<file path="config.mk">
export PLATFORM = sky130hd
export DESIGN_NAME = alu_seq_n
export DESIGN_NICKNAME = d
export VERILOG_FILES = /design/src/rtl/alu_seq_n.sv
export SDC_FILE = /design/constraint.sdc
export NUM_CORES = 1
export LEC_CHECK = 0
export CAP_MARGIN = 5
export CORE_UTILIZATION = 42
export CTS_BUF_LIST = sky130_fd_sc_hd__clkbuf_8
export CTS_CLUSTER_SIZE = 12
export DETAILED_ROUTE_END_ITERATION = 16
export GPL_TIMING_DRIVEN = 0
export PLACE_DENSITY = 0.67
export REMOVE_ABC_BUFFERS = 1
export SLEW_MARGIN = 10
export SYNTH_ARGS = -nofsm -noshare
export SYNTH_HDL_FRONTEND = slang
export SYNTH_SLANG_ARGS = --single-unit
</file>
<file path="constraint.sdc">
create_clock -name clk -period 5 [get_ports clk]
set_input_delay 1 -clock clk [delete_from_list [all_inputs] [get_ports clk]]
set_output_delay 1 -clock clk [all_outputs]
set_load 0.03 [all_outputs]
</file>
<file path="src/rtl/alu_seq_n.sv">
// Multi-cycle ALU: single-cycle logic/add-type ops and a WIDTH-cycle shift-add
// unsigned multiplier returning a full 2*WIDTH-bit product, under a start/done handshake.
module alu_seq_n #(
  parameter int unsigned WIDTH = 32,
  parameter int unsigned CNT_W = $clog2(WIDTH + 1)
) (
  input  logic             clk,
  input  logic             reset,
  input  logic             start,
  input  logic [2:0]       alu_op,
  input  logic [WIDTH-1:0] a,
  input  logic [WIDTH-1:0] b,
  output logic [WIDTH-1:0] result,
  output logic [WIDTH-1:0] result_hi,
  output logic             c_out,
  output logic             v,
  output logic             zero,
  output logic             busy,
  output logic             done
);

  localparam logic [2:0] OpAdd = 3'b000;
  localparam logic [2:0] OpSub = 3'b001;
  localparam logic [2:0] OpMul = 3'b010;
  localparam logic [2:0] OpXor = 3'b011;
  localparam logic [2:0] OpAnd = 3'b100;
  localparam logic [2:0] OpOr  = 3'b101;
  localparam logic [2:0] OpSlt = 3'b110;
  localparam logic [2:0] OpNor = 3'b111;

  typedef enum logic [1:0] {
    StIdle   = 2'b00,
    StMulRun = 2'b01
  } state_t;

  state_t                 state_q, state_d;
  logic [2*WIDTH-1:0]     mcand_q, mcand_d;
  logic [WIDTH-1:0]       mplier_q, mplier_d;
  logic [2*WIDTH-1:0]     prod_q, prod_d;
  logic [CNT_W-1:0]       cnt_q, cnt_d;
  logic [WIDTH-1:0]       result_q, result_d;
  logic [WIDTH-1:0]       result_hi_q, result_hi_d;
  logic                   c_out_q, c_out_d;
  logic                   v_q, v_d;
  logic                   zero_q, zero_d;
  logic                   busy_q, busy_d;
  logic                   done_q, done_d;

  // Single-cycle datapath
  logic                   subtract;
  logic [WIDTH-1:0]       b_eff;
  logic [WIDTH:0]         sum_full;
  logic                   carry_into_msb;
  logic                   add_v;
  logic [WIDTH-1:0]       alu_res;
  logic                   alu_c;
  logic                   alu_v;
  logic [2*WIDTH-1:0]     prod_next;

  always_comb begin
    subtract       = (alu_op == OpSub) || (alu_op == OpSlt);
    b_eff          = subtract ? ~b : b;
    sum_full       = {1'b0, a} + {1'b0, b_eff} + {{WIDTH{1'b0}}, subtract};
    // Carry into the MSB recovered from the MSB sum bit and its two inputs.
    carry_into_msb = a[WIDTH-1] ^ b_eff[WIDTH-1] ^ sum_full[WIDTH-1];
    add_v          = carry_into_msb ^ sum_full[WIDTH];

    alu_res = '0;
    alu_c   = 1'b0;
    alu_v   = 1'b0;
    unique case (alu_op)
      OpAdd, OpSub: begin
        alu_res = sum_full[WIDTH-1:0];
        alu_c   = sum_full[WIDTH];
        alu_v   = add_v;
      end
      OpXor:   alu_res = a ^ b;
      OpAnd:   alu_res = a & b;
      OpOr:    alu_res = a | b;
      OpNor:   alu_res = ~(a | b);
      OpSlt:   alu_res = {{(WIDTH-1){1'b0}}, sum_full[WIDTH-1] ^ add_v};
      OpMul:   alu_res = '0;
      default: alu_res = '0;
    endcase
  end

  assign prod_next = prod_q + (mplier_q[0] ? mcand_q : '0);

  always_comb begin
    state_d     = state_q;
    mcand_d     = mcand_q;
    mplier_d    = mplier_q;
    prod_d      = prod_q;
    cnt_d       = cnt_q;
    result_d    = result_q;
    result_hi_d = result_hi_q;
    c_out_d     = c_out_q;
    v_d         = v_q;
    zero_d      = zero_q;
    busy_d      = busy_q;
    done_d      = 1'b0;

    unique case (state_q)
      StIdle: begin
        if (start) begin
          if (alu_op == OpMul) begin
            mcand_d  = {{WIDTH{1'b0}}, a};
            mplier_d = b;
            prod_d   = '0;
            cnt_d    = '0;
            busy_d   = 1'b1;
            state_d  = StMulRun;
          end else begin
            result_d    = alu_res;
            result_hi_d = '0;
            c_out_d     = alu_c;
            v_d         = alu_v;
            zero_d      = (alu_res == '0);
            done_d      = 1'b1;
          end
        end
      end
      StMulRun: begin
        prod_d   = prod_next;
        mcand_d  = mcand_q << 1;
        mplier_d = mplier_q >> 1;
        cnt_d    = cnt_q + 1'b1;
        if (cnt_q == CNT_W'(WIDTH - 1)) begin
          {result_hi_d, result_d} = prod_next;
          c_out_d = 1'b0;
          v_d     = 1'b0;
          zero_d  = (prod_next == '0);
          busy_d  = 1'b0;
          done_d  = 1'b1;
          state_d = StIdle;
        end
      end
      default: begin
        busy_d  = 1'b0;
        state_d = StIdle;
      end
    endcase
  end

  always_ff @(posedge clk) begin
    if (reset) begin
      state_q     <= StIdle;
      mcand_q     <= '0;
      mplier_q    <= '0;
      prod_q      <= '0;
      cnt_q       <= '0;
      result_q    <= '0;
      result_hi_q <= '0;
      c_out_q     <= 1'b0;
      v_q         <= 1'b0;
      zero_q      <= 1'b0;
      busy_q      <= 1'b0;
      done_q      <= 1'b0;
    end else begin
      state_q     <= state_d;
      mcand_q     <= mcand_d;
      mplier_q    <= mplier_d;
      prod_q      <= prod_d;
      cnt_q       <= cnt_d;
      result_q    <= result_d;
      result_hi_q <= result_hi_d;
      c_out_q     <= c_out_d;
      v_q         <= v_d;
      zero_q      <= zero_d;
      busy_q      <= busy_d;
      done_q      <= done_d;
    end
  end

  assign result    = result_q;
  assign result_hi = result_hi_q;
  assign c_out     = c_out_q;
  assign v         = v_q;
  assign zero      = zero_q;
  assign busy      = busy_q;
  assign done      = done_q;

endmodule

</file>
==> flow_metrics.py <==
metrics = {
    "drt": {
        "drt_pass1_iterations": 5,
        "drtAntennaViolNets": 0,
        "wire_per_inst_um": 19.0,
        "top_layer": "met4",
        "vias_per_cell": 5.81,
        "drc_errors": 0,
        "dr_wl_met2_um": 29100,
        "dr_wl_met3_um": 2610,
        "vias": 18645,
        "drt_iter0_drc": 1367,
        "wirelength_um": 60900,
        "wl_met1_um": 27200,
    },
    "power": {
        "power.share.clock_pct": 41.0,
        "p_int_mw": 3.57,
        "swShare_pct": 31.6,
        "p_leak_nw": 8.88,
        "comb_power_share_pct": 21.9,
        "p_seq_share_pct": 37.1,
        "power_switching_mw": 1.65,
        "max-vdd-ir-drop_v": 0.000305,
        "p_per_area_nw_per_um2": 243,
    },
    "place": {
        "place_inst": 3123,
        "place_area_um2": 20300,
        "dp_slack_ns": -1.70,
        "io_buffers": 138,
        "dp_hpwl_um": 45600,
        "finalWeightedCongestion": 0.937,
    },
    "setup_path": {
        "critical_path_class": "flop to flop",
        "cp_common_cell": "a21oi_1",
        "crit_path_end_kind": "flop",
        "r2r_cells": 14,
        "path_max_fanout": 35,
        "worstSetupStartpointType": "flop",
        "reg2reg_slack_ns": 0.19,
        "path_cells": "buf_16 -> and2_1 -> ha_1 -> a21oi_1 -> o21ai_0 -> a21oi_1 -> a21oi_4 -> a311oi_1 -> or4_1 -> nor4_1 -> nand4b_1 -> nor4bb_2 -> and4_1 -> or3_1",
        "crit_slowest_cell": "or4_1",
        "critPathTopFamily": "simple AND/OR/NAND/NOR gates",
        "reg2reg_to": "zero$_SDFFE_PP0P_",
        "critical_path_buf_inv_count": 1,
        "cp.arrival_ns": 5.40,
        "slowest_delay_ns": 0.62,
        "rr_startpoint": "mplier_q[0]$_SDFFE_PP0P_",
        "critPathRequiredTime_ns": 5.59,
    },
    "final_layout": {
        "drive_above_1_share_pct": 6.13,
        "nFillCells": 4343,
        "fin_util_pct": 49.8,
        "antenna_cells": 0,
        "fin_nets": 2821,
        "fin_cells": 3210,
        "fin_area_um2": 21500,
        "synthToLayoutAreaGrowth_pct": 16.9,
    },
    "sta": {
        "max_freq_mhz": 208,
        "finalHoldViolations": 0,
        "finalClockSkew_ns": 0.0221,
        "slew_headroom_pct": 30.6,
        "layout_setup_ws_ns": 0.186,
        "tightest_slew_ns": 1.03,
        "finalCritPeriodShare_pct": 96.3,
        "period_needed_ns": 4.81,
        "setup_viol": 0,
        "maxSlewViolCount": 0,
        "whs_ns": 0.452,
    },
    "clocking": {
        "cts_buffers": 44,
        "clk_path_buf_depth": 3,
        "cts_tree": "yes",
        "path_clk_slew_ns": 0.06,
        "clock_latency_ns": 0.64,
        "clockRootBuffer": "clkbuf_8",
        "htree_levels": 2,
        "numClockSinks": 235,
    },
    "synthesis": {
        "synth.avg_cell_area_um2": 7.19,
        "synth_seq_cells": 235,
        "synthDistinctLibCells": 93,
        "yosysWarnings": 0,
        "netlist_instances": 2557,
        "postSynth.topFlopCell": "dfxtp_1",
        "yosysSeqAreaShare_pct": 25.6,
        "synth-edff-count": 0,
        "synthArstFlopShare_pct": 0,
        "syn_area_um2": 18400,
    },
    "floorplan": {
        "fp.dieW_um": 211,
        "die_h_um": 211,
        "core.rowCount": 76,
        "die-area_um2": 44600,
        "start_util_pct": 42.7,
        "core_um2": 43100,
        "io_pins": 139,
    },
    "global_route": {
        "grt_first_pass_wirelength_um": 96000,
        "track_usage_pct": 26.7,
        "antenna_found_initial": 0,
        "grt_pass1_vias": 17844,
        "grt_overflow": 0,
        "grt_max_degree": 100,
    },
    "hold_path": {
        "hold_end": "result[26]$_SDFFE_PP0P_",
        "holdPathStages": 2,
        "worstHoldStart": "result[26]$_SDFFE_PP0P_",
        "hp-class": "flop to flop",
    },
    "run_status": {
        "status": "finished clean",
    },
    "flow_run": {
        "maxCapViolCount": 0,
    },
}
timing repair:
| item | in CTS | in global routing |
|---|---|---|
| buffers inserted | 1 | 4 |
| hold buffers | 0 | 0 |
| pin swaps | 2 | 3 |
| gates cloned | 0 | 1 |
| gates resized for setup | 13 | 13 |
| endpoints found under the setup margin | 4 | 4 |
cells in the mapped netlist (10+ instances only):
cell / n / area share, %
dfxtp_1: 235 / 26
nand3_1: 49 / 1.3
a22oi_1: 52 / 2.1
o211ai_1: 21 / 0.86
a21oi_1: 368 / 10
o22ai_1: 10 / 0.34
mux2i_1: 11 / 0.60
a31oi_1: 14 / 0.48
xor2_1: 40 / 1.9
xnor2_1: 80 / 3.8
clkbuf_1: 132 / 2.7
buf_2: 15 / 0.41
nor2b_1: 15 / 0.51
a211oi_1: 26 / 1.1
buf_1: 28 / 0.57
nor3_1: 43 / 1.2
nand2b_1: 10 / 0.34
and3_1: 75 / 2.6
inv_1: 81 / 1.7
nand4_1: 30 / 1.0
o21a_1: 14 / 0.57
ha_1: 159 / 11
nor4_1: 17 / 0.58
nand2_1: 328 / 6.7
nor2_1: 299 / 6.1
and2_1: 68 / 2.3
a21o_1: 42 / 1.7
o31ai_1: 11 / 0.45
o21ai_0: 112 / 3.1
o21bai_1: 10 / 0.41
layer usage:
layer / track usage, % / up-vias
met3: 2.97 / 111
met5: 0 / -
met1: 34.2 / 8881
li1: - / 9136
met2: 45.6 / 517
met4: 10.8 / 0
state kept, by name (all words and copies together), names as in the netlist:
name	count
cnt_q	6
mcand_q	64
c_out	1
busy	1
mplier_q	32
result	32
prod_q	64
zero	1
v	1
result_hi	32
done	1
cells in the final DEF, fill, tap and decap left out, types with 11 or more instances in the layout:
cell type / n
xnor2_1: 80
nand3_1: 47
nor2b_1: 14
inv_1: 91
nand4_1: 30
a22oi_1: 52
xor2_1: 40
o31ai_1: 11
ha_1: 159
o21a_1: 14
dfxtp_1: 233
o211ai_1: 21
clkbuf_8: 55
clkdlybuf4s50_1: 134
a211oi_1: 25
a21o_1: 42
nor2_1: 295
a31oi_1: 13
nor3_1: 41
and2_1: 67
nand2_1: 327
mux2i_1: 11
a21oi_1: 364
and3_1: 75
nor4_1: 16
o21ai_0: 109
cells by family after synthesis:
| kind of cell | count (synthesis) | synth area share, % |
|---|---|---|
| and+or+nand+nor | 983 | 24.9 |
| AOI/OAI and AO/OA | 786 | 26.5 |
| buffers and inverters | 257 | 5.36 |
| DFF | 235 | 25.6 |
| adders and majority gates | 161 | 11.0 |
| xor gates and xnor gates | 121 | 5.81 |
| muxes | 14 | 0.783 |
how the worst max path moves through the flow:
stage	slack (ns)	to	startpoint	cells after the start
2_1_floorplan	-3.85	zero$_SDFFE_PP0P_	busy$_SDFFE_PP0P_	12
3_5_place_dp	-1.70	zero$_SDFFE_PP0P_	alu_op[1]	19
4_1_cts	0.04	zero$_SDFFE_PP0P_	mplier_q[0]$_SDFFE_PP0P_	15
3_3_place_gp	-10.13	zero$_SDFFE_PP0P_	busy$_SDFFE_PP0P_	12
5_1_grt	-0.02	zero$_SDFFE_PP0P_	mplier_q[0]$_SDFFE_PP0P_	15
6_report	0.19	zero$_SDFFE_PP0P_	mplier_q[0]$_SDFFE_PP0P_	14
cell type report:
cell class / instances / area (um2) / share of cell area [%]
flip-flops and latches: 235 / 4710 / 21.9
clock inverters: 26 / 243 / 1.13
well taps: 585 / 732 / 3.41
repair buffers: 163 / 1860 / 8.68
clock buffers: 55 / 757 / 3.53
multi-input cells: 2065 / 12900 / 59.9
inverters: 81 / 307 / 1.43
tightest hold or removal path, delay by kind of cell (launching register included):
kind	cells	cell delay (ns)
DFF	1	0.31
AOI/OAI and AO/OA	1	0.05
and+or+nand+nor	1	0.05
metrics by stage:
stage	TNS, ns	power, mW
after CTS	0	5.24
after detailed placement	-10.93	3.07
final	0	5.22
after floorplan	-463.30	2.63
after global placement	-1603.44	3.03
after global routing	-0.0290	5.45
power by group through the flow:
stage | clock network, mW | registers, mW | logic [mW]
after global routing | 2.27 | 1.94 | 1.24
after detailed placement | 0 | 1.98 | 1.09
after global placement | 0 | 2.00 | 1.04
after floorplan | 0 | 2.03 | 0.606
after CTS | 2.19 | 1.94 | 1.11
final | 2.14 | 1.94 | 1.14
(Power assumes the default switching activity.)
